File: config.mk
export PLATFORM = sky130hd
export DESIGN_NAME = hilo_mdu
export DESIGN_NICKNAME = d
export VERILOG_FILES = /design/src/rtl/hilo_mdu_pkg.sv /design/src/rtl/hilo_mdu_div_iter.sv /design/src/rtl/hilo_mdu.sv
export SDC_FILE = /design/constraint.sdc
export NUM_CORES = 2
export LEC_CHECK = 0
export ABC_AREA = 1
export CELL_PAD_IN_SITES_DETAIL_PLACEMENT = 1
export CELL_PAD_IN_SITES_GLOBAL_PLACEMENT = 1
export CORE_ASPECT_RATIO = 1.25
export CORE_MARGIN = 3
export CORE_UTILIZATION = 40
export CTS_CLUSTER_DIAMETER = 50
export DETAILED_ROUTE_END_ITERATION = 6
export GPL_TIMING_DRIVEN = 0
export PLACE_DENSITY_LB_ADDON = 0.1
export SETUP_SLACK_MARGIN = 0.3
export SLEW_MARGIN = 0
export SYNTH_ARGS = -nofsm -noshare
export SYNTH_HDL_FRONTEND = slang
export SYNTH_SLANG_ARGS = --single-unit
File: constraint.sdc
create_clock -name clk -period 5.1 [get_ports clk]
set_clock_uncertainty 0.05 [all_clocks]
set_input_delay 0.51 -clock clk [delete_from_list [all_inputs] [get_ports clk]]
set_output_delay 0.51 -clock clk [all_outputs]
set_load 0.005 [all_outputs]
File: src/rtl/hilo_mdu_pkg.sv
// hilo_mdu_pkg: op encodings, FSM states and op-decode helpers for the HI/LO multiply/divide unit.
// Revision: 1.0
`default_nettype none

package hilo_mdu_pkg;

  localparam logic [2:0] MDU_MULT_OP  = 3'd0;
  localparam logic [2:0] MDU_MULTU_OP = 3'd1;
  localparam logic [2:0] MDU_DIV_OP   = 3'd2;
  localparam logic [2:0] MDU_DIVU_OP  = 3'd3;
  localparam logic [2:0] MDU_MADD_OP  = 3'd4;
  localparam logic [2:0] MDU_MADDU_OP = 3'd5;
  localparam logic [2:0] MDU_MSUB_OP  = 3'd6;
  localparam logic [2:0] MDU_MSUBU_OP = 3'd7;

  typedef enum logic [2:0] {
    ST_IDLE = 3'd0,
    ST_MUL  = 3'd1,
    ST_ACC  = 3'd2,
    ST_DIV  = 3'd3,
    ST_DONE = 3'd4
  } mdu_state_e;

  // Encoding puts the unsigned flavour on bit 0, accumulate on bit 2, subtract on bit 1 of accumulate ops.
  function automatic logic op_is_signed(input logic [2:0] op);
    return ~op[0];
  endfunction

  function automatic logic op_is_div(input logic [2:0] op);
    return (op[2:1] == 2'b01);
  endfunction

  function automatic logic op_is_acc(input logic [2:0] op);
    return op[2];
  endfunction

  function automatic logic op_is_sub(input logic [2:0] op);
    return op[2] & op[1];
  endfunction

endpackage

`default_nettype wire

File: src/rtl/hilo_mdu_div_iter.sv
// mdu_div_iter: restoring-division step datapath, one quotient bit per step on unsigned magnitudes.
// Revision: 1.0
`default_nettype none

module mdu_div_iter #(
  parameter int DATA_W = 32
) (
  input  logic              clk,
  input  logic              rst_n,
  input  logic              load_i,
  input  logic              step_i,
  input  logic [DATA_W-1:0] dividend_i,
  input  logic [DATA_W-1:0] divisor_i,
  output logic [DATA_W-1:0] quot_next_o,
  output logic [DATA_W-1:0] rem_next_o,
  output logic              last_o
);

  localparam int CNT_W = (DATA_W > 1) ? $clog2(DATA_W) : 1;

  logic [DATA_W-1:0] rem_q;
  logic [DATA_W-1:0] quot_q;
  logic [DATA_W-1:0] dvsr_q;
  logic [CNT_W-1:0]  cnt_q;
  logic [DATA_W:0]   partial;
  logic              fits;

  // Remainder stays below the divisor, so the shifted partial needs one extra bit; the
  // low DATA_W bits of the difference are exact whenever the subtraction is taken.
  assign partial     = {rem_q, quot_q[DATA_W-1]};
  assign fits        = (partial >= {1'b0, dvsr_q});
  assign rem_next_o  = fits ? (partial[DATA_W-1:0] - dvsr_q) : partial[DATA_W-1:0];
  assign quot_next_o = {quot_q[DATA_W-2:0], fits};
  assign last_o      = (cnt_q == CNT_W'(DATA_W - 1));

  always_ff @(posedge clk or negedge rst_n) begin
    if (!rst_n) begin
      rem_q  <= '0;
      quot_q <= '0;
      dvsr_q <= '0;
      cnt_q  <= '0;
    end else if (load_i) begin
      rem_q  <= '0;
      quot_q <= dividend_i;
      dvsr_q <= divisor_i;
      cnt_q  <= '0;
    end else if (step_i) begin
      rem_q  <= rem_next_o;
      quot_q <= quot_next_o;
      cnt_q  <= cnt_q + CNT_W'(1);
    end
  end

endmodule

`default_nettype wire

File: src/rtl/hilo_mdu.sv
// hilo_mdu: iterative MULT/DIV/MADD/MSUB unit for the HI/LO path with start/ready handshake and annul.
// Revision: 1.0
`default_nettype none

module hilo_mdu
  import hilo_mdu_pkg::*;
#(
  parameter int DATA_W   = 32,
  parameter int MUL_BITS = 2
) (
  input  logic                  clk,
  input  logic                  rst_n,
  input  logic                  start_i,
  input  logic [2:0]            op_i,
  input  logic [DATA_W-1:0]     opdata1_i,
  input  logic [DATA_W-1:0]     opdata2_i,
  input  logic [2*DATA_W-1:0]   hilo_i,
  input  logic                  annul_i,
  output logic                  busy_o,
  output logic                  ready_o,
  output logic [2*DATA_W-1:0]   result_o,
  output logic                  div_zero_o
);

  localparam int N     = DATA_W / MUL_BITS;
  localparam int CNT_W = (N > 1) ? $clog2(N) : 1;

  mdu_state_e           state_q;
  logic [2:0]           op_q;
  logic [2*DATA_W-1:0]  mcand_q;
  logic [DATA_W-1:0]    mplier_q;
  logic [2*DATA_W-1:0]  prod_q;
  logic [2*DATA_W-1:0]  hilo_q;
  logic                 neg_q;
  logic                 rem_neg_q;
  logic [CNT_W-1:0]     cnt_q;
  logic                 busy_q;
  logic                 ready_q;
  logic                 dz_q;
  logic [2*DATA_W-1:0]  result_q;

  logic                 accept;
  logic                 sgn_op;
  logic [DATA_W-1:0]    a_mag;
  logic [DATA_W-1:0]    b_mag;
  logic [2*DATA_W-1:0]  pp;
  logic [2*DATA_W-1:0]  prod_d;
  logic [2*DATA_W-1:0]  mul_res;
  logic [2*DATA_W-1:0]  acc_src;
  logic [2*DATA_W-1:0]  acc_d;
  logic [DATA_W-1:0]    quot_next;
  logic [DATA_W-1:0]    rem_next;
  logic [DATA_W-1:0]    quot_fix;
  logic [DATA_W-1:0]    rem_fix;
  logic                 div_last;
  logic                 div_load;
  logic                 div_step;

  assign accept = start_i & ~busy_q & ~annul_i;
  assign sgn_op = op_is_signed(op_i);
  assign a_mag  = (sgn_op && opdata1_i[DATA_W-1]) ? -opdata1_i : opdata1_i;
  assign b_mag  = (sgn_op && opdata2_i[DATA_W-1]) ? -opdata2_i : opdata2_i;

  always_comb begin
    pp = '0;
    for (int j = 0; j < MUL_BITS; j++) begin
      if (mplier_q[j]) pp = pp + (mcand_q << j);
    end
    prod_d = prod_q + pp;
  end

  assign mul_res = neg_q ? -prod_d : prod_d;
  assign acc_src = neg_q ? -prod_q : prod_q;
  assign acc_d   = op_is_sub(op_q) ? (hilo_q - acc_src) : (hilo_q + acc_src);

  assign div_load = accept & op_is_div(op_i) & (opdata2_i != '0);
  assign div_step = (state_q == ST_DIV);
  assign quot_fix = neg_q ? -quot_next : quot_next;
  assign rem_fix  = rem_neg_q ? -rem_next : rem_next;

  mdu_div_iter #(
    .DATA_W(DATA_W)
  ) u_div (
    .clk        (clk),
    .rst_n      (rst_n),
    .load_i     (div_load),
    .step_i     (div_step),
    .dividend_i (a_mag),
    .divisor_i  (b_mag),
    .quot_next_o(quot_next),
    .rem_next_o (rem_next),
    .last_o     (div_last)
  );

  always_ff @(posedge clk or negedge rst_n) begin
    if (!rst_n) begin
      state_q   <= ST_IDLE;
      op_q      <= '0;
      mcand_q   <= '0;
      mplier_q  <= '0;
      prod_q    <= '0;
      hilo_q    <= '0;
      neg_q     <= 1'b0;
      rem_neg_q <= 1'b0;
      cnt_q     <= '0;
      busy_q    <= 1'b0;
      ready_q   <= 1'b0;
      dz_q      <= 1'b0;
      result_q  <= '0;
    end else begin
      ready_q <= 1'b0;
      if (annul_i && busy_q) begin
        state_q <= ST_IDLE;
        busy_q  <= 1'b0;
      end else begin
        case (state_q)
          ST_IDLE, ST_DONE: begin
            state_q <= ST_IDLE;
            if (accept) begin
              op_q      <= op_i;
              hilo_q    <= hilo_i;
              neg_q     <= sgn_op & (opdata1_i[DATA_W-1] ^ opdata2_i[DATA_W-1]);
              rem_neg_q <= sgn_op & opdata1_i[DATA_W-1];
              dz_q      <= 1'b0;
              if (op_is_div(op_i)) begin
                if (opdata2_i == '0) begin
                  state_q  <= ST_DONE;
                  ready_q  <= 1'b1;
                  dz_q     <= 1'b1;
                  result_q <= {opdata1_i, {DATA_W{1'b1}}};
                end else begin
                  state_q <= ST_DIV;
                  busy_q  <= 1'b1;
                end
              end else begin
                state_q  <= ST_MUL;
                busy_q   <= 1'b1;
                cnt_q    <= '0;
                prod_q   <= '0;
                mcand_q  <= {{DATA_W{1'b0}}, a_mag};
                mplier_q <= b_mag;
              end
            end
          end
          ST_MUL: begin
            prod_q   <= prod_d;
            mcand_q  <= mcand_q << MUL_BITS;
            mplier_q <= mplier_q >> MUL_BITS;
            cnt_q    <= cnt_q + CNT_W'(1);
            if (cnt_q == CNT_W'(N - 1)) begin
              if (op_is_acc(op_q)) begin
                state_q <= ST_ACC;
              end else begin
                state_q  <= ST_DONE;
                busy_q   <= 1'b0;
                ready_q  <= 1'b1;
                result_q <= mul_res;
              end
            end
          end
          ST_ACC: begin
            state_q  <= ST_DONE;
            busy_q   <= 1'b0;
            ready_q  <= 1'b1;
            result_q <= acc_d;
          end
          ST_DIV: begin
            if (div_last) begin
              state_q  <= ST_DONE;
              busy_q   <= 1'b0;
              ready_q  <= 1'b1;
              result_q <= {rem_fix, quot_fix};
            end
          end
          default: begin
            state_q <= ST_IDLE;
            busy_q  <= 1'b0;
          end
        endcase
      end
    end
  end

  assign busy_o     = busy_q;
  assign ready_o    = ready_q;
  assign result_o   = result_q;
  assign div_zero_o = dz_q;

endmodule

`default_nettype wire
==> summary.md <==
| Metric | Value |
|---|---|
| Status | `finished with violations` |
| Failing checks | `design-rule violations, max-capacitance violations, max-slew violations, negative setup slack` |
| Post-synth top area share | `22.67%` |
| Multi-input gate area | `36,420 µm²` |
| I/O Buffers | `201` |
| Placed Cells | `9,217` |
| Register area | `10,120 µm²` |
| Syn Area/Cell | `5.882 µm²` |
| Max-cap violations | `2` |
| Ports | `202` |
| # DRC | `1` |
| Startpoint type of the worst setup path | `flop` |
| Largest net degree at the start of global routing | `114` |
| Most used cell, CP | `nand2_1` |
| Top post-synthesis cells by area | `dfrtp_1, nand2_1, inv_1` |
| Least-Margin Pin Slew | `1656 ps` |
| Die area | `115,300 µm²` |
| Initial Util | `40.41%` |
| Critical path capture point type | `flop` |
| Synth Cell Area | `44,490 µm²` |
| Post-synth EDFFs | `0` |
| H-tree levels | `2` |
| CTS root buffer | `clkbuf_16` |
| Number of global-route vias before repair | `56,320` |
| Relative slew slack | `-10.41%` |
| Worst setup margin | `-1620 ps` |
| Hpwl dp | `202,200 µm` |
| CTS tree | `yes` |
| Placement-stage cell area | `48,650 µm²` |
| DIE HEIGHT | `378.9 µm` |
| Core Area | `110,100 µm²` |
| Layout fillers | `14,420` |
| Post-synth net total | `7,909` |
| Global route overflow | `0` |
| Main synth FF type | `dfrtp_1` |
| Initial antenna violation count | `27` |
| Area leader, netlist | `dfrtp_1` |
| Non-filler cells, final | `9,611` |
| First-pass GRT wire length | `358,600 µm` |
| Req. time, crit path | `5700 ps` |
| #FFs+latches synth | `403` |
| Final Cell Area | `60,070 µm²` |
| CTS clock-pin slew for the worst setup and hold paths | `60 ps` |
| Arrival time worst endpoint | `7320 ps` |
| Iter 0 DRT Violations | `5,111` |
| Synth warn | `0` |
| Crit-path slowest cell | `o21ai_2` |
| CTS Buffer Depth | `3` |
| Sink Count | `403` |
| Layout cell share with drive strength beyond 1 | `22.32%` |
| Synth-to-layout area growth | `35.04%` |
| Per-cell routed wire length | `28.61 µm` |
| Largest stage delay on the critical path | `380 ps` |
| Slew Viols, Final | `23` |
| Final hold viol count | `0` |
| Final core utilization | `54.57%` |
| Via density | `6.078` |
| Die width | `304.3 µm` |
| Synth async-reset ratio | `100.0%` |
| Hold Path Class | `in2reg` |
| # rows | `136` |
| Fmax | `148.8 MHz` |
| Count of cell types in the netlist | `75` |
| Drt total wl | `274,900 µm` |
| Total GRT Usage | `41.44%` |
| TritonCTS Buffers | `61` |
| DRT antenna net count | `0` |
| Post-layout min period | `6720 ps` |
| Clock insertion delay at the later pin of the skew report | `710 ps` |
| Setup_tns | `-58,600 ps` |
| Fin crit share | `131.8%` |
| Seq/Total Area, Yosys | `22.67%` |
| RSZ-0062 raised after global routing | `yes` |
| Drt pass-1 iters | `7` |
| Syn Inst Count | `7,563` |
| Final setup violation count | `82` |
| Routed vias | `58,410` |
| CP Class | `reg2reg` |
| NumNets Final | `8,439` |
| Final GP Congestion | `1.059` |
| CP max FO | `6` |
worst paths after layout:
| path | start | endpoint | slack [ps] | cells past startpoint |
|---|---|---|---|---|
| worst max-delay path | mplier_q[0] | result_o[59] | -1620 | 47 |
| worst min-delay path | hilo_i[45] | hilo_q[45] | 300 | 3 |
| worst max register to register | mplier_q[0] | result_o[59] | -1620 | 47 |
| worst min register to register | mplier_q[18] | mplier_q[16] | 430 | 2 |
| max in group asynchronous | rst_n | hilo_q[52] | 2470 | 5 |
| min in group asynchronous | rst_n | mcand_q[49] | 400 | 2 |
layout make-up:
class	count	area share [%]
inverter	1136	7.188
antenna	18	0.07498
clock inverter	41	0.7456
tap	1449	3.018
multi-input combinational	5838	60.63
timing repair buffer	467	7.258
sequential	403	16.85
buffer	186	1.491
clock buffer	73	2.749
Yosys cell counts, drive strengths merged (2+ instances only):
cell type and count:
nand2 2453, nor2 877, o21ai 490, a21o 21
a22oi 5, and2 5, o21bai 28, xor2 160
a221oi 4, fa 4, a21oi 429, buf 50
a31oi 45, dfrtp 403, and3 6, o31ai 8
o211a 2, clkinv 10, nand4 76, nand3b 29
o21a 22, o221ai 84, clkbuf 137, o22ai 134
nor3 72, nor4 23, xnor2 62, or2 40
a311oi 6, o211ai 18, o2111ai 6, inv 1126
ha 207, a41oi 10, a21boi 3, a211oi 3
nand3 496
cell families after synthesis:
| group | synth area share (%) |
|---|---|
| simple gates | 38.18 |
| xor+xnor | 4.531 |
| fa+ha+maj | 6.002 |
| buf+inv | 11.45 |
| compound gates | 17.17 |
| flops | 22.67 |
repair_timing:
| item | in CTS | in global routing |
|---|---|---|
| hold buffers | 1 | 0 |
| gates resized for setup | 928 | 873 |
| setup endpoints to repair | 107 | 98 |
| setup buffers | 140 | 119 |
| pin swaps | 248 | 264 |
| cloned | 3 | 0 |
| hold endpoints to repair | 81 | 0 |
critical path: cells and delay by family (launching register included):
kind                     cells  cell delay, ps
AO/OA/AOI/OAI                4             940
AND/OR/NAND/NOR             26            2990
adder cells (fa/ha/maj)      3             650
flip-flops                   1             370
XOR/XNOR                     1             120
buffers and inverters       13            1510
cell usage in the layout, fill, tap and decap left out, types with 60 or more instances in the layout:
master and count:
clkbuf_16 62, xor2_1 129, inv_1 1030, clkbuf_1 126, ha_1 125, dfrtp_1 375
nand3_2 76, nand2_4 137, o21ai_2 64, o22ai_1 114, inv_2 79, ha_4 65
o21ai_1 60, clkdlybuf4s50_1 200, a21oi_1 314, buf_4 206, nand2_2 297, o21ai_0 322
nand4_1 74, a21oi_2 73, nand3_1 367, nor2_1 668, buf_6 63, nor2_4 110
nor2_2 99, nand2_1 2011, o221ai_1 84
registers in the layout, indices dropped and copies added, names as in the netlist, 5 cells and up:
register      count
hilo_q           64
u_div.quot_q     32
mcand_q          64
mplier_q         32
u_div.cnt_q       5
u_div.dvsr_q     32
u_div.rem_q      32
result_o         64
prod_q           64
routing by layer:
metal	track usage [%]	vias to the layer above	part of all wire, %
li1	-	25560	-
met1	47.39	28370	36
met2	68.62	3201	44
met3	9.285	1269	10
met4	29.45	10	10
met5	0	-	0.025
metrics by stage:
step           hold WS, ps  setup slack (ps)
4_1_cts              275.6            -766.5
3_3_place_gp         412.6            -15450
5_1_grt              312.8             -1810
2_1_floorplan        164.4             43.44
6_report             295.2             -1620
3_5_place_dp         417.2             -2417
Power is left out: the tool's default activity adds up to more than one toggle a clock period on the data nets, which glitch-free logic cannot reach.
